[src/rtl/vga_seq_pkg.sv]
// rtl/vga_seq_pkg.sv - shared register indices, reset values and reset FSM encoding
package vga_seq_pkg;

  localparam logic [2:0] SR_RESET = 3'd0;
  localparam logic [2:0] SR_CLOCK = 3'd1;
  localparam logic [2:0] SR_MAPMASK = 3'd2;
  localparam logic [2:0] SR_CHARMAP = 3'd3;
  localparam logic [2:0] SR_MEMMODE = 3'd4;

  localparam logic [7:0] SR0_RST = 8'h03;
  localparam logic [7:0] SR1_RST = 8'h00;
  localparam logic [7:0] SR2_RST = 8'h0F;
  localparam logic [7:0] SR3_RST = 8'h00;
  localparam logic [7:0] SR4_RST = 8'h00;

  typedef enum logic [1:0] {
    ST_RUN  = 2'd0,
    ST_SOFT = 2'd1,
    ST_HARD = 2'd2
  } seq_state_e;

  function automatic logic [7:0] hold_dec(input logic [7:0] cnt);
    return (cnt == 8'd0) ? 8'd0 : cnt - 8'd1;
  endfunction

endpackage

[src/rtl/seq_reset_fsm.sv]
// rtl/seq_reset_fsm.sv - sequencer reset episode FSM with minimum hold counter
module seq_reset_fsm
  import vga_seq_pkg::*;
#(
  parameter int unsigned RESET_HOLD = 8
) (
  input  logic       clock_i,
  input  logic       reset_i,
  input  logic       async_run_i,
  input  logic       sync_run_i,
  output seq_state_e state_o,
  output logic       hardreset_o,
  output logic       softreset_o
);

  localparam logic [7:0] HOLD_LOAD = 8'(RESET_HOLD);

  logic [7:0] cnt_q;
  logic       hold_done;

  // The exit edge is the one that takes the counter to 0, so an episode lasts RESET_HOLD cycles.
  assign hold_done = (cnt_q <= 8'd1);

  always_ff @(posedge clock_i or posedge reset_i) begin
    if (reset_i) begin
      state_o     <= ST_RUN;
      cnt_q       <= 8'd0;
      hardreset_o <= 1'b0;
      softreset_o <= 1'b0;
    end else if (!async_run_i) begin
      if (state_o != ST_HARD) begin
        cnt_q <= HOLD_LOAD;
      end else begin
        cnt_q <= hold_dec(cnt_q);
      end
      state_o     <= ST_HARD;
      hardreset_o <= 1'b1;
      softreset_o <= 1'b1;
    end else begin
      case (state_o)
        ST_RUN: begin
          if (!sync_run_i) begin
            state_o     <= ST_SOFT;
            cnt_q       <= HOLD_LOAD;
            hardreset_o <= 1'b0;
            softreset_o <= 1'b1;
          end
        end
        ST_HARD: begin
          if (hold_done) begin
            state_o     <= ST_SOFT;
            cnt_q       <= HOLD_LOAD;
            hardreset_o <= 1'b0;
            softreset_o <= 1'b1;
          end else begin
            cnt_q <= hold_dec(cnt_q);
          end
        end
        ST_SOFT: begin
          cnt_q <= hold_dec(cnt_q);
          if (sync_run_i && hold_done) begin
            state_o     <= ST_RUN;
            hardreset_o <= 1'b0;
            softreset_o <= 1'b0;
          end
        end
        default: begin
          state_o     <= ST_RUN;
          cnt_q       <= 8'd0;
          hardreset_o <= 1'b0;
          softreset_o <= 1'b0;
        end
      endcase
    end
  end

endmodule

[src/rtl/seq_reg_ctrl.sv]
// rtl/seq_reg_ctrl.sv - VGA sequencer register file with staged clocking-mode bits
module seq_reg_ctrl
  import vga_seq_pkg::*;
#(
  parameter int unsigned RESET_HOLD = 8
) (
  input  logic       clock_i,
  input  logic       reset_i,
  input  logic       bus_sel_i,
  input  logic       bus_we_i,
  input  logic       bus_addr_i,
  input  logic [7:0] bus_dat_i,
  output logic [7:0] bus_dat_o,
  output logic       bus_ack_o,
  input  logic       vblank_i,
  output logic       hardreset_o,
  output logic       softreset_o,
  output logic       chrwidth8_o,
  output logic       divclkby2_o,
  output logic       vgainhibit_o,
  output logic [3:0] mapmask_o,
  output logic [2:0] fontAoff_o,
  output logic [2:0] fontBoff_o,
  output logic       fontselect_o,
  output logic       textmodemem_o,
  output logic       packedpixel_o
);

  logic [2:0] index_q;
  logic [7:0] sr0_q, sr1_q, sr2_q, sr3_q, sr4_q;
  logic       pending_q, chrwidth8_q, divclkby2_q;
  logic       vblank_d, apply_pulse_q, apply;
  logic       wr_en;
  logic [7:0] rdata;
  seq_state_e state;

  seq_reset_fsm #(.RESET_HOLD(RESET_HOLD)) u_reset_fsm (
    .clock_i     (clock_i),
    .reset_i     (reset_i),
    .async_run_i (sr0_q[0]),
    .sync_run_i  (sr0_q[1]),
    .state_o     (state),
    .hardreset_o (hardreset_o),
    .softreset_o (softreset_o)
  );

  assign wr_en = bus_sel_i & bus_we_i;
  assign apply = apply_pulse_q | (state != ST_RUN);

  always_comb begin
    rdata = 8'h00;
    if (!bus_addr_i) begin
      rdata = {5'b0, index_q};
    end else begin
      case (index_q)
        SR_RESET:   rdata = sr0_q;
        SR_CLOCK:   rdata = sr1_q;
        SR_MAPMASK: rdata = sr2_q;
        SR_CHARMAP: rdata = sr3_q;
        SR_MEMMODE: rdata = sr4_q;
        default:    rdata = 8'h00;
      endcase
    end
  end

  always_ff @(posedge clock_i or posedge reset_i) begin
    if (reset_i) begin
      index_q       <= 3'd0;
      sr0_q         <= SR0_RST;
      sr1_q         <= SR1_RST;
      sr2_q         <= SR2_RST;
      sr3_q         <= SR3_RST;
      sr4_q         <= SR4_RST;
      pending_q     <= 1'b0;
      chrwidth8_q   <= 1'b0;
      divclkby2_q   <= 1'b0;
      vblank_d      <= 1'b0;
      apply_pulse_q <= 1'b0;
      bus_ack_o     <= 1'b0;
      bus_dat_o     <= 8'h00;
    end else begin
      bus_ack_o     <= bus_sel_i;
      bus_dat_o     <= (bus_sel_i && !bus_we_i) ? rdata : 8'h00;
      vblank_d      <= vblank_i;
      apply_pulse_q <= vblank_i & ~vblank_d;
      // Applies the pre-write shadow; a coincident SR1 write re-arms pending below.
      if (apply && pending_q) begin
        chrwidth8_q <= sr1_q[0];
        divclkby2_q <= sr1_q[3];
        pending_q   <= 1'b0;
      end
      if (wr_en) begin
        if (!bus_addr_i) begin
          index_q <= bus_dat_i[2:0];
        end else begin
          case (index_q)
            SR_RESET:   sr0_q <= bus_dat_i;
            SR_CLOCK: begin
              sr1_q     <= bus_dat_i;
              pending_q <= 1'b1;
            end
            SR_MAPMASK: sr2_q <= bus_dat_i;
            SR_CHARMAP: sr3_q <= bus_dat_i;
            SR_MEMMODE: sr4_q <= bus_dat_i;
            default: ;
          endcase
        end
      end
    end
  end

  assign chrwidth8_o   = chrwidth8_q;
  assign divclkby2_o   = divclkby2_q;
  assign vgainhibit_o  = sr1_q[5];
  assign mapmask_o     = sr2_q[3:0];
  assign fontAoff_o    = {sr3_q[5], sr3_q[3:2]};
  assign fontBoff_o    = {sr3_q[4], sr3_q[1:0]};
  assign fontselect_o  = (fontAoff_o != fontBoff_o);
  assign textmodemem_o = sr4_q[2];
  assign packedpixel_o = sr4_q[3];

endmodule

[config.mk]
export PLATFORM = sky130hd
export DESIGN_NAME = seq_reg_ctrl
export DESIGN_NICKNAME = d
export VERILOG_FILES = /design/src/rtl/vga_seq_pkg.sv /design/src/rtl/seq_reset_fsm.sv /design/src/rtl/seq_reg_ctrl.sv
export SDC_FILE = /design/constraint.sdc
export NUM_CORES = 1
export LEC_CHECK = 0
export ABC_AREA = 1
export CORE_UTILIZATION = 45
export DETAILED_ROUTE_END_ITERATION = 10
export PLACE_DENSITY = 0.73
export SLEW_MARGIN = 15
export SYNTH_ARGS = -nofsm -noshare
export SYNTH_HDL_FRONTEND = slang
export SYNTH_HIERARCHICAL = 1
export SYNTH_SLANG_ARGS = --single-unit
[constraint.sdc]
create_clock -name clock_i -period 1.9 [get_ports clock_i]
set_clock_uncertainty 0.05 [all_clocks]
set_input_delay 0.38 -clock clock_i [delete_from_list [all_inputs] [get_ports clock_i]]
set_output_delay 0.38 -clock clock_i [all_outputs]
set_load 0.02 [all_outputs]
== Word level (Yosys, flattened, before mapping) ==
Cells that the tools add are included.

* Input bits: 14
* Flip-flop bits (word level): 69
* Word-level logic and storage cells: 77

* Equality and inequality tests: 11
* Mux-type cells: 27
* Bitwise operators: 5
* Reductions and logical operators: 15
* $lt $le $gt $ge: 1
* Add/subtract/negate cells: 1

{| class="wikitable"
|+ Operator list
! cell !! count
|-
| $mux W8 || 7
|-
| $pmux W8 S5 || 1
|-
| $pmux W8 S3 || 1
|-
| $reduce_and A3 Y1 || 6
|-
| $mux W1 || 11
|-
| $le A8 B1 Y1 const B || 1
|-
| $logic_not A8 Y1 || 1
|-
| $mux W2 || 4
|-
| $sub A8 B1 Y8 const B || 1
|-
| $eq A3 B2 Y1 const B || 2
|-
| $ne A3 B2 Y1 const B || 2
|-
| $pmux W1 S3 || 2
|-
| $pmux W2 S3 || 1
|-
| $eq A3 B1 Y1 const B || 1
|-
| $eq A3 B3 Y1 const B || 1
|-
| $logic_and A1 B1 Y1 || 3
|-
| $logic_not A3 Y1 || 1
|-
| $ne A3 B3 Y1 || 1
|-
| $ne A3 B3 Y1 const B || 1
|-
| $and A1 B1 Y1 || 2
|-
| $eq A2 B1 Y1 const B || 1
|-
| $eq A2 B2 Y1 const B || 1
|-
| $logic_not A2 Y1 || 1
|-
| $ne A2 B2 Y1 const B || 1
|-
| other kinds (5) || 6
|}

== Longest topological paths before layout ==
Gate-level depths: netlist of run 1.

* Depth in word-level cells: 7
* Depth in mapped cells: 10
* Gate-level depth less buffers: 10

== Modules after synthesis ==
Netlist of run 1, hierarchy kept.

{| class="wikitable"
|+ Modules (own cells, without submodules)
! module !! cells each !! times used !! area each (um^2)
|-
| seq_reg_ctrl || 286 || 1 || 2620.0
|-
| seq_reset_fsm || 104 || 1 || 747.0
|}

== Worst setup path before layout of run 1 ==
Ideal clock, no wire load.

* Path kind: register to register
* Start: register u_reset_fsm.cnt_q[0]
* End: register u_reset_fsm.softreset_o
* Data arrival time: 1282 ps
* Setup time: 117 ps
* Data required time: 1733 ps
* Path slack: 451 ps
* Period minus slack after synthesis: 1449 ps
* Stages on the path, launching flop included: 10
* Cell sequence: dfrtp_1 -> inv_1 -> ha_1 -> nor2_1 -> nor2_2 -> nand2_1 -> o21ai_2 -> nand2_1 -> nand2_1 -> nand2_1

* Longest elaborated chain between the ends: 4

{| class="wikitable"
|+ RTL lines
! item !! line !! RTL
|-
| from (decl) || seq_reset_fsm.sv:18 || <nowiki>logic [7:0] cnt_q;</nowiki>
|-
| from (signal assigned) || seq_reset_fsm.sv:34 || <nowiki>cnt_q <= hold_dec(cnt_q);</nowiki>
|-
| from (signal assigned) || seq_reset_fsm.sv:56 || <nowiki>cnt_q <= hold_dec(cnt_q);</nowiki>
|-
| from (signal assigned) || seq_reset_fsm.sv:60 || <nowiki>cnt_q <= hold_dec(cnt_q);</nowiki>
|-
| $le A8 B1 Y1 (*) || seq_reset_fsm.sv:22 || <nowiki>assign hold_done = (cnt_q <= 8'd1);</nowiki>
|-
| $logic_and A1 B1 Y1 || seq_reset_fsm.sv:61 || <nowiki>if (sync_run_i && hold_done) begin</nowiki>
|-
| $ne A3 B2 Y1 (no line) || - ||
|-
| $reduce_and A3 Y1 (no line) (*) || - ||
|-
| to (signal assigned) || seq_reset_fsm.sv:29 || <nowiki>softreset_o <= 1'b0;</nowiki>
|-
| to (signal assigned) || seq_reset_fsm.sv:64 || <nowiki>softreset_o <= 1'b0;</nowiki>
|-
| to (signal assigned) || seq_reset_fsm.sv:71 || <nowiki>softreset_o <= 1'b0;</nowiki>
|-
| to (decl) || seq_reset_fsm.sv:13 || <nowiki>output logic softreset_o</nowiki>
|}

Mark *: on every way between the ends. The rest lies on a longest branch, timed or not.
A chain may end at the register's enable or synchronous reset.

== Worst setup path in the final report of run 1 ==
* Start: register sr3_q[0]
* End: output port fontBoff_o[0]

{| class="wikitable"
|+ RTL lines
! item !! line !! RTL
|-
| from (decl) || seq_reg_ctrl.sv:30 || <nowiki>logic [7:0] sr0_q, sr1_q, sr2_q, sr3_q, sr4_q;</nowiki>
|-
| from (signal assigned) || seq_reg_ctrl.sv:103 || <nowiki>SR_CHARMAP: sr3_q <= bus_dat_i;</nowiki>
|-
| to (decl) || seq_reg_ctrl.sv:23 || <nowiki>output logic [2:0] fontBoff_o,</nowiki>
|}

No word-level cell between the ends.

==> impl_metrics.toml, run 1 <==
[outcome]
status = "finished, final reports clean"

[logic_synthesis]
synth-warning-count = 6
synth-seq-cells = 68
synthArstFlopShare_pct = 100
synth-seq-area-share_pct = 50.8
synth.net_count = 407
avgSynthCellArea_um2 = 8.63
synth_cells = 390
synthFlopType = "dfrtp_1"
synth_edf_count = 0
syn_area_um2 = 3370
yosysUniqueCellTypes = 31

[power_and_ir_drop]
p_comb_share_pct = 35.2
vdd_drop_max_mv = 0.594
p_switching_w = 0.00208
finalPower_w = 0.00534
pwr_density_cell_nw_per_um2 = 1340
swShare_pct = 38.8
p_leak_nw = 1.94
p_clk_share_pct = 22.5
p_int_w = 0.00327
p_seq_share_pct = 42.3

[finish]
layout-drive-gt1-share_pct = 15.3
stdcell_count = 529
regArea_um2 = 1710
fill_cells = 686
finalNetCount = 442
mostFrequentLayoutCell = "nand2_1"
final_area_um2 = 3980
layout_common_cells = "nand2_1 (102), dfrtp_1 (62), nand3_1 (41), o21ai_1 (33), clkdlybuf4s50_1 (33)"
multi_input_area_um2 = 1360
diodes = 0
area_growth_syn_to_layout_pct = 18.1

[global_routing]
grt_antenna_before_repair = 0
grt_pass1_vias = 2507
grt_use_total_pct = 20.9
grt_pass1_wl_um = 12200
grt_max_degree = 58
grt.overflow.total = 0

[floorplanning]
coreArea_um2 = 7250
die-area_um2 = 7830
initial_utilization_pct = 46.4
dieWidth_um = 88.5
io_pins = 41
num_rows = 31
die_h_um = 88.5

[place]
dp_hpwl_um = 5140
portBuffers = 40
dp.cells = 513
place_congestion = 0.881
place_area_um2 = 3780

[drt]
viasPerCell = 5.17
antenna_left = 0
vias = 2733
wl_per_cell_um = 14.0
firstDrtPassIters = 5
drc_errors = 0
drt_wl_total_um = 7410
drtIter0Drc = 232

[timing]
hold_violations = 0
finalSetupViolCount = 0
slew_viol_final = 0
timing.hold.ws_ps = 352
fin_crit_ps = 1840
rsz0062_at_grt = "no"
tightest_slew_ps = 474
period_share_pct = 97.0
fmaxAchievable_ghz = 0.542
slew_headroom_pct = 68.4

[clock_tree]
clock_sinks = 68
root_buffer = "clkbuf_8"
cts.clk_slew.worst_paths_ps = 80
clk_latency_ps = 350
cts_buffers = 9
cts_hold_buf = 0
ctsHtreeMaxLevel = 3
cts_buffer_depth = 2
post_cts_buffers = 0
cts_tree = "built"

[hold_path]
holdCritPathClass = "reg -> reg"
holdCritStartpoint = "vblank_d"

[critical_path]
critPathMaxStageDelay_ps = 630
cp_slowest_cell = "clkdlybuf4s50_1"
worst-path-buf-inv = 1
critical_path_class = "reg -> out"
required_ps = 1470
r2r_start = "index_q[1]"
critPathCaptureType = "output port"
path_cells = "clkdlybuf4s50_1"
cp-start-kind = "flip-flop"
critPathTopFamily = "buffers and inverters"
crit_arrival_ps = 1410
crit_fanout = 4
crit_start = "sr3_q[0]"

[run]
maxCapViolCount = 0
stage by stage:
| stage | utilization (%) | worst slack [ps] | TNS, ps |
|---|---|---|---|
| floorplan | - | 80.3 | 0 |
| global placement | 52.1 | 46.8 | 0 |
| detailed placement | 52.1 | -32.8 | -54.0 |
| CTS | 54.8 | 8.06 | 0 |
| global route | 54.8 | 6.25 | 0 |
| finish | 54.8 | 56.5 | 0 |
power by group through the flow:
stage / logic (W) / registers (W) / clock network, W
final: 0.00188 / 0.00226 / 0.00120
after global routing: 0.00211 / 0.00233 / 0.00128
after CTS: 0.00189 / 0.00226 / 0.00122
after detailed placement: 0.00191 / 0.00228 / 0
after global placement: 0.00185 / 0.00227 / 0
after floorplan: 0.00140 / 0.00224 / 0
state kept, by name (all words and copies together) (netlist names):
register and count:
bus_dat_o 8, sr0_q 8, sr1_q 8, sr2_q 8, sr3_q 8, sr4_q 8, u_reset_fsm/cnt_q 8, index_q 3
apply_pulse_q 1, bus_ack_o 1, chrwidth8_o 1, divclkby2_o 1, pending_q 1, u_reset_fsm/hardreset_o 1, u_reset_fsm/softreset_o 1, u_reset_fsm/state_o 1
vblank_d 1
Yosys cell counts, types with 4 or more instances:
library cell  instances  area [um^2]
inv_1                29          109
o21ai_2               9         78.8
nor2_1               23         86.3
dfstp_2               6          158
buf_6                 5         56.3
nand2_1             102          383
nand4_1               7         43.8
nor2_2                7         43.8
nand3_1              41          205
dfrtp_1              62         1550
inv_2                 5         18.8
buf_4                12         90.1
nand2_2               6         37.5
o21ai_1              33          165
buf_2                 4         20.0
o21ai_0               7         35.0
final timing paths:
kind                       slack, ps  cells after the start                    to
setup / recovery                  60                      1         fontBoff_o[0]
hold / removal                   350                      1         apply_pulse_q
setup reg to reg                 250                      5              sr3_q[3]
hold reg to reg                  350                      1         apply_pulse_q
max in group asynchronous       1100                      3              sr2_q[1]
min in group asynchronous        370                      2  u_reset_fsm/cnt_q[5]
final cells by class:
class | instances | share of cell area (%)
clock buffer | 9 | 3.11
inverter | 34 | 3.21
tap | 99 | 3.11
sequential | 68 | 43.0
timing repair buffer | 46 | 11.5
multi-input combinational | 266 | 34.2
clock inverter | 7 | 1.92
kinds of logic (layout without fill, tap and decap cells):
| logic type | after synthesis | after routing | share of synthesized area (%) |
|---|---|---|---|
| and+or+nand+nor | 200 | 200 | 27.9 |
| AOI/OAI and AO/OA | 57 | 57 | 9.81 |
| xor gates and xnor gates | 6 | 6 | 1.56 |
| adders and majority gates | 3 | 3 | 1.11 |
| buffers and inverters | 56 | 96 | 8.84 |
| DFF | 68 | 68 | 50.8 |
per-layer routing:
| metal | GRT usage (%) | vias up | share of wire [%] |
|---|---|---|---|
| li1 | - | 1326 | - |
| met1 | 30.4 | 1289 | 48 |
| met2 | 30.6 | 106 | 44 |
| met3 | 4.38 | 12 | 6.0 |
| met4 | 8.06 | 0 | 1.6 |
| met5 | 0 | - | 0 |
repair_timing:
item | in CTS | in global routing
endpoints found under the setup margin | 5 | 2
cloned | 0 | 0
resized for setup | 5 | 2
Note: power is estimated with default switching activity, not from simulation.
==> run 2: changes to the inputs <==
--- a/config.mk
+++ b/config.mk
@@ -8,6 +8,7 @@
 export ABC_AREA = 1
 export CORE_UTILIZATION = 45
 export DETAILED_ROUTE_END_ITERATION = 10
+export HOLD_SLACK_MARGIN = 0.15
 export PLACE_DENSITY = 0.73
 export SLEW_MARGIN = 15
 export SYNTH_ARGS = -nofsm -noshare
==> results of run 2 <==
Final layout, timing and power as in run 1 (identical DEF).
==> run 3: changes to the inputs <==
--- a/config.mk
+++ b/config.mk
@@ -7,6 +7,7 @@
 export LEC_CHECK = 0
 export ABC_AREA = 1
 export CORE_UTILIZATION = 45
+export CTS_BUF_LIST = sky130_fd_sc_hd__clkbuf_4 sky130_fd_sc_hd__clkbuf_8
 export DETAILED_ROUTE_END_ITERATION = 10
 export HOLD_SLACK_MARGIN = 0.15
 export PLACE_DENSITY = 0.73
==> results of run 3 <==
Final layout, timing and power as in run 1 (identical DEF).
